**config.mk**
```make
export PLATFORM = sky130hd
export DESIGN_NAME = serial_add_ctrl
export DESIGN_NICKNAME = d
export VERILOG_FILES = /design/src/rtl/serial_add_ctrl.sv
export SDC_FILE = /design/constraint.sdc
export NUM_CORES = 1
export LEC_CHECK = 0
export BUFFER_PORTS_ARGS = -buffer_cell sky130_fd_sc_hd__buf_4
export CAP_MARGIN = 20
export CELL_PAD_IN_SITES_DETAIL_PLACEMENT = 1
export CELL_PAD_IN_SITES_GLOBAL_PLACEMENT = 2
export CORE_ASPECT_RATIO = 1.25
export CORE_MARGIN = 1
export CORE_UTILIZATION = 35
export CTS_CLUSTER_DIAMETER = 40
export DETAILED_ROUTE_END_ITERATION = 7
export PLACE_DENSITY = 0.87
export RECOVER_POWER = 50
export SETUP_SLACK_MARGIN = 0.15
export SLEW_MARGIN = 15
export SYNTH_ARGS = -nofsm -noshare
export SYNTH_HDL_FRONTEND = slang
export SYNTH_SLANG_ARGS = --single-unit
```
**constraint.sdc**
```tcl
create_clock -name Clk -period 2.05 [get_ports Clk]
set_input_delay 0.1025 -clock Clk [delete_from_list [all_inputs] [get_ports Clk]]
set_output_delay 0.1025 -clock Clk [all_outputs]
set_load 0.05 [all_outputs]
```
**src/rtl/serial_add_ctrl.sv**
```systemverilog
// Bit-serial add/subtract controller: one full-adder cell is reused over WIDTH
// cycles, with a Start/Busy/Done handshake and signed/unsigned status flags.
module serial_add_ctrl #(
  parameter int WIDTH = 8,
  parameter int CNT_W = 5
) (
  input  logic             Clk,
  input  logic             Rst_n,
  input  logic             Start,
  input  logic             Sub,
  input  logic             Cin,
  input  logic [WIDTH-1:0] OpA,
  input  logic [WIDTH-1:0] OpB,
  output logic             Busy,
  output logic             Done,
  output logic [WIDTH-1:0] Result,
  output logic             CarryOut,
  output logic             Overflow
);

  typedef enum logic [1:0] {
    ST_IDLE = 2'd0,
    ST_RUN  = 2'd1,
    ST_DONE = 2'd2
  } state_t;

  localparam logic [CNT_W-1:0] LAST_CNT = CNT_W'(WIDTH - 1);
  localparam logic [CNT_W-1:0] MSB_CNT  = CNT_W'(WIDTH - 2);
  localparam logic [CNT_W-1:0] CNT_ONE  = CNT_W'(1);

  // Returns {carry_out, sum} of a one-bit full adder.
  function automatic logic [1:0] full_add(input logic a, input logic b, input logic c);
    full_add = {(a & b) | (a & c) | (b & c), a ^ b ^ c};
  endfunction

  state_t           r_state;
  state_t           w_state_nxt;
  logic [WIDTH-1:0] r_sha;
  logic [WIDTH-1:0] r_shb;
  logic [WIDTH-1:0] r_res_sh;
  logic [WIDTH-1:0] r_result;
  logic [CNT_W-1:0] r_cnt;
  logic             r_carry;
  logic             r_cin_msb;
  logic             r_carry_out;
  logic             r_overflow;
  logic [1:0]       w_fa;
  logic             w_sum;
  logic             w_cout;
  logic             w_last;

  assign w_fa   = full_add(r_sha[0], r_shb[0], r_carry);
  assign w_sum  = w_fa[0];
  assign w_cout = w_fa[1];
  assign w_last = (r_cnt == LAST_CNT);

  assign Result   = r_result;
  assign CarryOut = r_carry_out;
  assign Overflow = r_overflow;

  always_ff @(posedge Clk or negedge Rst_n) begin
    if (!Rst_n) begin
      r_state <= ST_IDLE;
    end else begin
      r_state <= w_state_nxt;
    end
  end

  always_comb begin
    w_state_nxt = r_state;
    case (r_state)
      ST_IDLE: begin
        if (Start) w_state_nxt = ST_RUN;
        else       w_state_nxt = ST_IDLE;
      end
      ST_RUN: begin
        if (w_last) w_state_nxt = ST_DONE;
        else        w_state_nxt = ST_RUN;
      end
      ST_DONE: w_state_nxt = ST_IDLE;
      default: w_state_nxt = ST_IDLE;
    endcase
  end

  always_comb begin
    Busy = 1'b0;
    Done = 1'b0;
    case (r_state)
      ST_RUN:  Busy = 1'b1;
      ST_DONE: Done = 1'b1;
      default: begin
        Busy = 1'b0;
        Done = 1'b0;
      end
    endcase
  end

  // Subtraction is A + ~B + 1, so B is inverted at load and the carry seeded to 1.
  always_ff @(posedge Clk or negedge Rst_n) begin
    if (!Rst_n) begin
      r_sha       <= '0;
      r_shb       <= '0;
      r_res_sh    <= '0;
      r_result    <= '0;
      r_cnt       <= '0;
      r_carry     <= 1'b0;
      r_cin_msb   <= 1'b0;
      r_carry_out <= 1'b0;
      r_overflow  <= 1'b0;
    end else begin
      case (r_state)
        ST_IDLE: begin
          if (Start) begin
            r_sha   <= OpA;
            r_shb   <= Sub ? ~OpB : OpB;
            r_carry <= Sub ? 1'b1 : Cin;
            r_cnt   <= '0;
          end
        end
        ST_RUN: begin
          r_sha    <= {1'b0, r_sha[WIDTH-1:1]};
          r_shb    <= {1'b0, r_shb[WIDTH-1:1]};
          r_res_sh <= {w_sum, r_res_sh[WIDTH-1:1]};
          r_carry  <= w_cout;
          if (r_cnt == MSB_CNT) r_cin_msb <= w_cout;
          if (w_last) begin
            r_result    <= {w_sum, r_res_sh[WIDTH-1:1]};
            r_carry_out <= w_cout;
            r_overflow  <= r_cin_msb ^ w_cout;
          end else begin
            r_cnt <= r_cnt + CNT_ONE;
          end
        end
        default: begin
          r_cnt <= r_cnt;
        end
      endcase
    end
  end

endmodule
```
==> out/results.md, run 1 <==
| Parameter | Reported | Unit |
|:---|:---|:---|
| Shortest period the worst path allows | 1710 | ps |
| Reg-to-reg endpoint | Result[0] | - |
| Worst slew margin | 31.4 | % |
| Global-route wire length before repair | 6.99 | mm |
| Max-slew violation count | 0 | - |
| Number of instances in the synthesized netlist | 166 | - |
| CTS buffer count | 5 | - |
| Total global routing overflow | 0 | - |
| Site Rows | 29 | - |
| Data required time at the worst endpoint | 2220 | ps |
| Worst Setup EP | Result[0] | - |
| All-Layer GR Usage | 16.6 | % |
| Highest achievable clock rate | 583 | MHz |
| Crit Path Category | reg2reg | - |
| First-pass DRT Iterations | 4 | - |
| Final-report setup violation count | 0 | - |
| Critical path fanouts, max | 11 | - |
| Proportion of register bits with asynchronous set or reset after synthesis | 100 | % |
| Pin slew with the least headroom to its limit | 1030 | ps |
| Result of the run | complete, no violations | - |
| Antenna violations before repair | 0 | - |
| Worst hold path type | in2reg | - |
| Leading cell types in the layout, fill and taps excluded | dfrtp_1, nand2_1, buf_4, o21ai_0 | - |
| Antenna fix cells | 0 | - |
| Horizontal die dimension | 67.6 | µm |
| Core ar. | 5120 | µm² |
| P_leak | 0.00110 | µW |
| Setup Skew | 11.2 | ps |
| Number of post-CTS setup repair buffers | 0 | - |
| Minimum setup slack among reg-to-reg paths | 340 | ps |
| Share of post-route cells with drive strength above 1 | 20.6 | % |
| Final TNS setup | 0 | ps |
| Die Y-Extent | 84.0 | µm |
| Seq cells post-synth | 42 | - |
| Clock tree from TritonCTS | built | - |
| Total Die Area | 5670 | µm² |
| Clock transition at the registers of the reported paths | 80 | ps |
| Net count after synthesis | 190 | - |
| FF-to-FF path depth | 3 | - |
| Maximum clock insertion buffer count | 2 | - |
| Clock insertion delay at the later pin of the skew report | 290 | ps |
| Final layout net count | 222 | - |
| R2R Path Start | r_cnt[3] | - |
| Area of the mapped netlist | 1880 | µm² |
| EDFF count, synth | 0 | - |
| Total power per unit cell area | 1590 | nW/µm² |
| Number of hold violations in the final report | 0 | - |
| Starting density of the core | 36.8 | % |
| Share of the core filled with cells in the final layout | 44.0 | % |
| Largest net degree at the start of global routing | 43 | - |
| Sort of element at the start of the critical path | register | - |
| Startpoint of the most critical setup path | r_cnt[3] | - |
| Port buffer count | 32 | - |
| Peak supply drop | 0.000458 | V |
| CTS Sinks | 42 | - |
| WL/cell | 15.8 | µm |
| Iteration-0 DRC count of the detailed router | 36 | - |
| CP arrival | 1880 | ps |
| Vias/cell | 5.15 | - |
| Num ports | 33 | - |
| Number of global-route vias before repair | 1531 | - |
| Post-detailed-placement half-perimeter wirelength | 2.97 | mm |
| Layout-stage area growth over the synthesis result | 19.8 | % |
| Number of distinct library cells after synthesis | 32 | - |
| Via total after detailed routing | 1343 | - |
| Register area share after synthesis | 55.9 | % |
| Min Hold Slack | 89.7 | ps |
| Count of H-tree levels built during CTS | 2 | - |
| Remaining antenna violation count after routing | 0 | - |
| Kind of end point of the critical path | register | - |
| Setup repair after global routing missed its margin | no | - |
| Share of the clock period used by the worst path after layout | 83.6 | % |
| Mean instance size in the synthesized netlist | 11.3 | µm² |
| Gpl congestion | 0.730 | - |
| Maximum capacitance violations | 0 | - |
| DRT Wirelength | 4.12 | mm |
| Fill cell count | 563 | - |
| Most common library cell in the layout ignoring fill and taps | dfrtp_1 | - |
| DRC violations left | 0 | - |
| Predominant post-synthesis flop cell | dfrtp_1 | - |
| Ys Warns | 0 | - |
| Clock root buffer | clkbuf_8 | - |
## sequential cells by signal, indices dropped and copies added, names as in the netlist
register	count
r_state	2
r_shb	8
r_carry	1
CarryOut	1
Result	8
r_cnt	5
r_sha	8
Overflow	1
r_cin_msb	1
r_res_sh	7
## cell type report
class	instances	area, µm²	share of cell area [%]
Clock buffer	7	76.3	3.39
Multi-Input combinational cell	110	758	33.7
Sequential cell	42	1050	46.7
Tap cell	62	77.6	3.44
Inverter	3	11.3	0.500
Timing Repair Buffer	36	248	11.0
Clock inverter	1	30.0	1.33
## worst max-delay path, cell delays in order (launching register included)
cell	delay, ps
dfrtp_1	440
nor3b_1	360
and3_2	410
mux2_2	380
## stage by stage
step | total power [µW] | setup slack [ps] | cells | area (µm²)
6_report | 3580 | 335 | 261 | 2250
5_1_grt | 3850 | 264 | 261 | 2250
4_1_cts | 3680 | 177 | 261 | 2280
3_5_place_dp | 3020 | 215 | 252 | 2160
3_3_place_gp | 2910 | 321 | 252 | 2160
2_1_floorplan | 2550 | 518 | 166 | 1880
## synth_stat cells, drive strengths merged, types with 2 or more instances
cell type / instances / share of area [%]
and3: 2 / 0.67
o21ai: 13 / 3.5
mux2: 11 / 6.6
inv: 3 / 0.60
clkbuf: 5 / 1.0
ha: 2 / 1.3
nand2: 28 / 5.6
o211ai: 2 / 0.80
xnor2: 9 / 4.2
mux2i: 7 / 3.7
nor2: 9 / 1.8
buf: 6 / 2.3
a221o: 8 / 4.3
nand3: 6 / 1.6
dfrtp: 42 / 56
xor2: 2 / 0.93
## routing by layer
metal	GRT usage [%]	routed length [µm]	up-vias
met3	4.64	189	6
met2	28.7	2170	34
met1	19.0	1710	673
li1	-	-	630
met4	5.22	48	0
met5	0	0	-
## logic make-up (layout without fill, tap and decap cells)
kind of cell             count (synthesis)  after routing  share of synthesized area [%]
flip-flops                              42             42                           55.9
buffers and inverters                   14             47                           3.86
adder cells (fa/ha/maj)                  3              3                           2.40
AND/OR/NAND/NOR                         53             53                           13.0
multiplexers                            18             18                           10.3
XOR/XNOR                                11             11                           5.12
AO/OA/AOI/OAI                           25             25                           9.45
## worst min path at each step
| stage | depth (start not counted) | end | startpoint | slack, ps |
|---|---|---|---|---|
| finish | 3 | r_shb[7] | OpB[7] | 90 |
| CTS | 3 | r_shb[7] | OpB[7] | 80 |
| detailed placement | 1 | Result[0] | Rst_n | 120 |
| floorplan | 0 | CarryOut | Rst_n | -190 |
| global placement | 1 | r_res_sh[1] | Rst_n | 110 |
| global route | 3 | r_shb[7] | OpB[7] | 90 |
## power breakdown
group | internal (µW) | switching [µW] | total (µW)
Sequential | 1180 | 248 | 1430
Clock | 364 | 265 | 630
Combinational | 560 | 959 | 1520
Total | 2100 | 1470 | 3580
## timing repair
action	CTS	global route
endpoints found under the hold margin	42	0
resized for setup	0	1
hold buffers	1	0
endpoints found under the setup margin	0	10
Power figures use the tool's default switching activity.
==> run 2, diff against run 1 <==
--- a/config.mk
+++ b/config.mk
@@ -5,16 +5,17 @@
 export SDC_FILE = /design/constraint.sdc
 export NUM_CORES = 1
 export LEC_CHECK = 0
+export ABC_AREA = 1
 export BUFFER_PORTS_ARGS = -buffer_cell sky130_fd_sc_hd__buf_4
 export CAP_MARGIN = 20
 export CELL_PAD_IN_SITES_DETAIL_PLACEMENT = 1
 export CELL_PAD_IN_SITES_GLOBAL_PLACEMENT = 2
 export CORE_ASPECT_RATIO = 1.25
 export CORE_MARGIN = 1
-export CORE_UTILIZATION = 35
+export CORE_UTILIZATION = 33
 export CTS_CLUSTER_DIAMETER = 40
 export DETAILED_ROUTE_END_ITERATION = 7
-export PLACE_DENSITY = 0.87
+export PLACE_DENSITY = 0.88
 export RECOVER_POWER = 50
 export SETUP_SLACK_MARGIN = 0.15
 export SLEW_MARGIN = 15
==> constraint.sdc (replaced) <==
create_clock -name Clk -period 1.7 [get_ports Clk]
set_input_delay 0.085 -clock Clk [delete_from_list [all_inputs] [get_ports Clk]]
set_output_delay 0.085 -clock Clk [all_outputs]
set_load 0.05 [all_outputs]
==> run 2 against run 1 <==
Against the previous run: the flow now finishes with violations (DRC); final cell count rose by 27%; non-clock buffer count stayed put; via count up 18%; flip-flop and latch count unchanged; clock skew fell by 2.7 ps; largest cell class unchanged; highest routed layer unchanged.
==> out/results.md, run 2 <==
| Parameter | Reported | Unit | vs previous |
|:---|:---|:---|:---|
| Post-synthesis cell type with the largest combined area | dfrtp_1 | - |  |
| Fill cell count | 711 | - | +26% |
| WL/cell | 12.9 | µm | -18% |
| Worst hold path type | in2reg | - |  |
| Total power per unit cell area | 1890 | nW/µm² | +19% |
| Part of the power in combinational logic | 46.2 | % | +3.7 points |
| Clock root buffer | clkbuf_8 | - |  |
| Shortest period the worst path allows | 1450 | ps |  |
| Horizontal die dimension | 71.3 | µm | +5.6% |
| Vias/cell | 4.80 | - | -6.8% |
| CP arrival | 1370 | ps | -510 ps |
| Net count after synthesis | 254 | - | +34% |
| Count of H-tree levels built during CTS | 2 | - | unchanged |
| Post-place setup slack | 236 | ps | +21.1 ps |
| Number of global-route vias before repair | 1626 | - | +6.2% |
| Remaining antenna violation count after routing | 0 | - | unchanged |
| Share of the clock period used by the worst path after layout | 85.5 | % |  |
| Site Rows | 31 | - | +6.9% |
| Area of all placed cells without fillers | 2350 | µm² | +4.2% |
| Sort of element at the start of the critical path | register | - |  |
| Peak supply drop | 0.000484 | V | +5.8% |
| Sequential cell fraction of total power | 38.8 | % | -1.1 points |
| Final-report setup violation count | 0 | - | unchanged |
| Port buffer count | 32 | - | unchanged |
| Combined area of the multi-input logic cells | 797 | µm² | +5.1% |
| Layout-stage area growth over the synthesis result | 18.3 | % |  |
| Kind of end point of the critical path | output port | - |  |
| Area of the mapped netlist | 1980 | µm² | +5.5% |
| All-Layer GR Usage | 15.1 | % | -1.5 points |
| Pin slew with the least headroom to its limit | 1040 | ps | +13.9 ps |
| Register area share after synthesis | 53.0 | % | -2.9 points |
| Worst slew margin | 30.5 | % | -0.93 points |
| EDFF count, synth | 0 | - | unchanged |
| Mean instance size in the synthesized netlist | 8.62 | µm² | -24% |
| Crit Path Category | reg2out | - |  |
| Ys Warns | 0 | - | unchanged |
| Core ar. | 5780 | µm² | +13% |
| Final layout net count | 288 | - | +30% |
| Via total after detailed routing | 1588 | - | +18% |
| Setup repair after global routing missed its margin | no | - |  |
| Top cell types by occurrence after synthesis | nand2_1, dfrtp_1, o21ai_0, nand3_1, inv_1 | - |  |
| Highest achievable clock rate | 688 | MHz |  |
| Most common library cell in the layout ignoring fill and taps | nand2_1 | - |  |
| Critical path fanouts, max | 22 | - | +11 |
| DRT Wirelength | 4.27 | mm | +3.7% |
| Gpl congestion | 0.787 | - | +7.8% |
| Clock insertion delay at the later pin of the skew report | 300 | ps | about the same |
| Setup Skew | 8.47 | ps | -2.70 ps |
| Iteration-0 DRC count of the detailed router | 75 | - | +110% |
| Fraction of power consumed by the clock network | 15.0 | % | -2.6 points |
| Final TNS setup | 0 | ps | unchanged |
| First-pass DRT Iterations | 5 | - | +1 |
| Number of post-CTS setup repair buffers | 0 | - | unchanged |
| Most frequently used cell type in the post-synthesis netlist | nand2_1 | - |  |
| Largest net degree at the start of global routing | 43 | - | unchanged |
| Proportion of register bits with asynchronous set or reset after synthesis | 100 | % | unchanged |
| Total global routing overflow | 0 | - | unchanged |
| Maximum capacitance violations | 0 | - | unchanged |
| Number of distinct library cells after synthesis | 24 | - | -25% |
| Global-route wire length before repair | 7.35 | mm | +5.1% |
| Switch share | 46.4 | % | +5.3 points |
| CTS buffer count | 5 | - | unchanged |
| Share of post-route cells with drive strength above 1 | 18.5 | % | -2.1 points |
| Num ports | 33 | - | unchanged |
| Starting density of the core | 34.3 | % | -2.4 points |
| Post-synth top area share | 53.0 | % | -2.9 points |
| Placed inst area | 2260 | µm² | +4.8% |
| Finished Layout Cells | 331 | - | +27% |
| Antenna violations before repair | 0 | - | unchanged |
| Switching pwr | 2060 | µW | +40% |
| Most area-consuming cells after synthesis | dfrtp_1, nand2_1, o21ai_0, nand3_1, xor2_1 | - |  |
| Max-slew violation count | 0 | - | unchanged |
| Predominant post-synthesis flop cell | dfrtp_1 | - |  |
| Failing checks | DRC | - |  |
| Die Y-Extent | 88.7 | µm | +5.6% |
| Antenna fix cells | 0 | - | unchanged |
| Total placed cells including tap cells | 322 | - | +28% |
| Total Die Area | 6330 | µm² | +12% |
| P_leak | 0.00117 | µW | +6.1% |
| Clock transition at the registers of the reported paths | 80 | ps | about the same |
| FF+latch area | 1050 | µm² | unchanged |
| Result of the run | complete, but fails checks | - |  |
| CTS Sinks | 42 | - | unchanged |
| Leading cell types in the layout, fill and taps excluded | nand2_1, dfrtp_1, buf_4, o21ai_0, nand3_1 | - |  |
| Internal power component | 2370 | µW | +13% |
| Final worst slack | 247 | ps | -88.1 ps |
| DRC violations left | 3 | - | +3 |
| Clock tree from TritonCTS | built | - |  |
| Maximum clock insertion buffer count | 2 | - | unchanged |
| Number of instances in the synthesized netlist | 230 | - | +39% |
| Post-detailed-placement half-perimeter wirelength | 3.02 | mm | +1.5% |
| Data required time at the worst endpoint | 1620 | ps | -600 ps |
| Number of hold violations in the final report | 0 | - | unchanged |
| Seq cells post-synth | 42 | - | unchanged |
-- run 2: cell count changes after synthesis, moves of 9 or more --
cell	before	now
o21ai_0	13	24
o21ai_1	0	10
inv_1	2	15
nand3_1	6	18
nand2_1	28	84
mux2_1	9	0
-- run 2: cell type report --
type	count	area share (%)
Clock buffer	6	3.52
Clock inverter	2	0.533
Inverter	19	3.09
Multi-Input combinational cell	160	34.0
Sequential cell	42	44.8
Tap cell	66	3.52
Timing Repair Buffer	36	10.6
-- run 2: power by group through the flow --
stage | Clock (µW) | Combinational, µW | Sequential [µW]
after floorplan | 0 | 1170 | 2090
after global placement | 0 | 2060 | 1720
after detailed placement | 0 | 2120 | 1750
after CTS | 688 | 2140 | 1730
after global routing | 724 | 2300 | 1780
final | 665 | 2050 | 1720
-- run 2: logic make-up after synthesis --
family / Yosys count / share of synthesized area, %
and+or+nand+nor: 112 / 24.4
DFF: 42 / 53.0
AOI/OAI and AO/OA: 36 / 9.40
buffers and inverters: 28 / 6.94
xor gates and xnor gates: 9 / 3.97
adders and majority gates: 3 / 2.27
-- run 2: metal layers --
layer  wire (µm)  vias up  global-route usage (%)
met5           0        -                       0
met4          95        0                    7.09
met3          95        8                    2.16
met2        2240       22                    27.4
met1        1840      768                    17.5
li1            -      790                       -
-- run 2: path summary, 6_finish.rpt --
| kind | slack [ps] | startpoint | endpoint | cells after the start |
|---|---|---|---|---|
| worst min-delay path | 10 | Cin | r_carry | 3 |
| worst max-delay path | 250 | r_state[1] | Busy | 4 |
| worst max register to register | 290 | r_cnt[0] | r_cnt[2] | 7 |
| max in group asynchronous | 560 | Rst_n | r_cnt[2] | 2 |
| worst min register to register | 480 | r_res_sh[2] | Result[1] | 2 |
| min in group asynchronous | 510 | Rst_n | r_cnt[4] | 2 |
-- run 2: stage by stage --
stage               power [µW]  hold WS (ps)  util, %
floorplan                 3260          -211        -
global placement          3780           114     39.2
detailed placement        3870           113     39.2
CTS                       4560          3.63     41.0
global route              4800          36.5     40.6
finish                    4430          12.6     40.6
-- run 2: critical path, cell delays in order (launching register included) --
cell and delay, ps:
dfrtp_1 380, inv_2 100, nand2_4 160, inv_2 210, buf_4 230
-- run 2: what timing repair did --
action,4_1_cts,5_1_grt
resized for setup,0,1
setup endpoints to repair,0,5
hold buffers,1,0
hold endpoints to repair,42,0
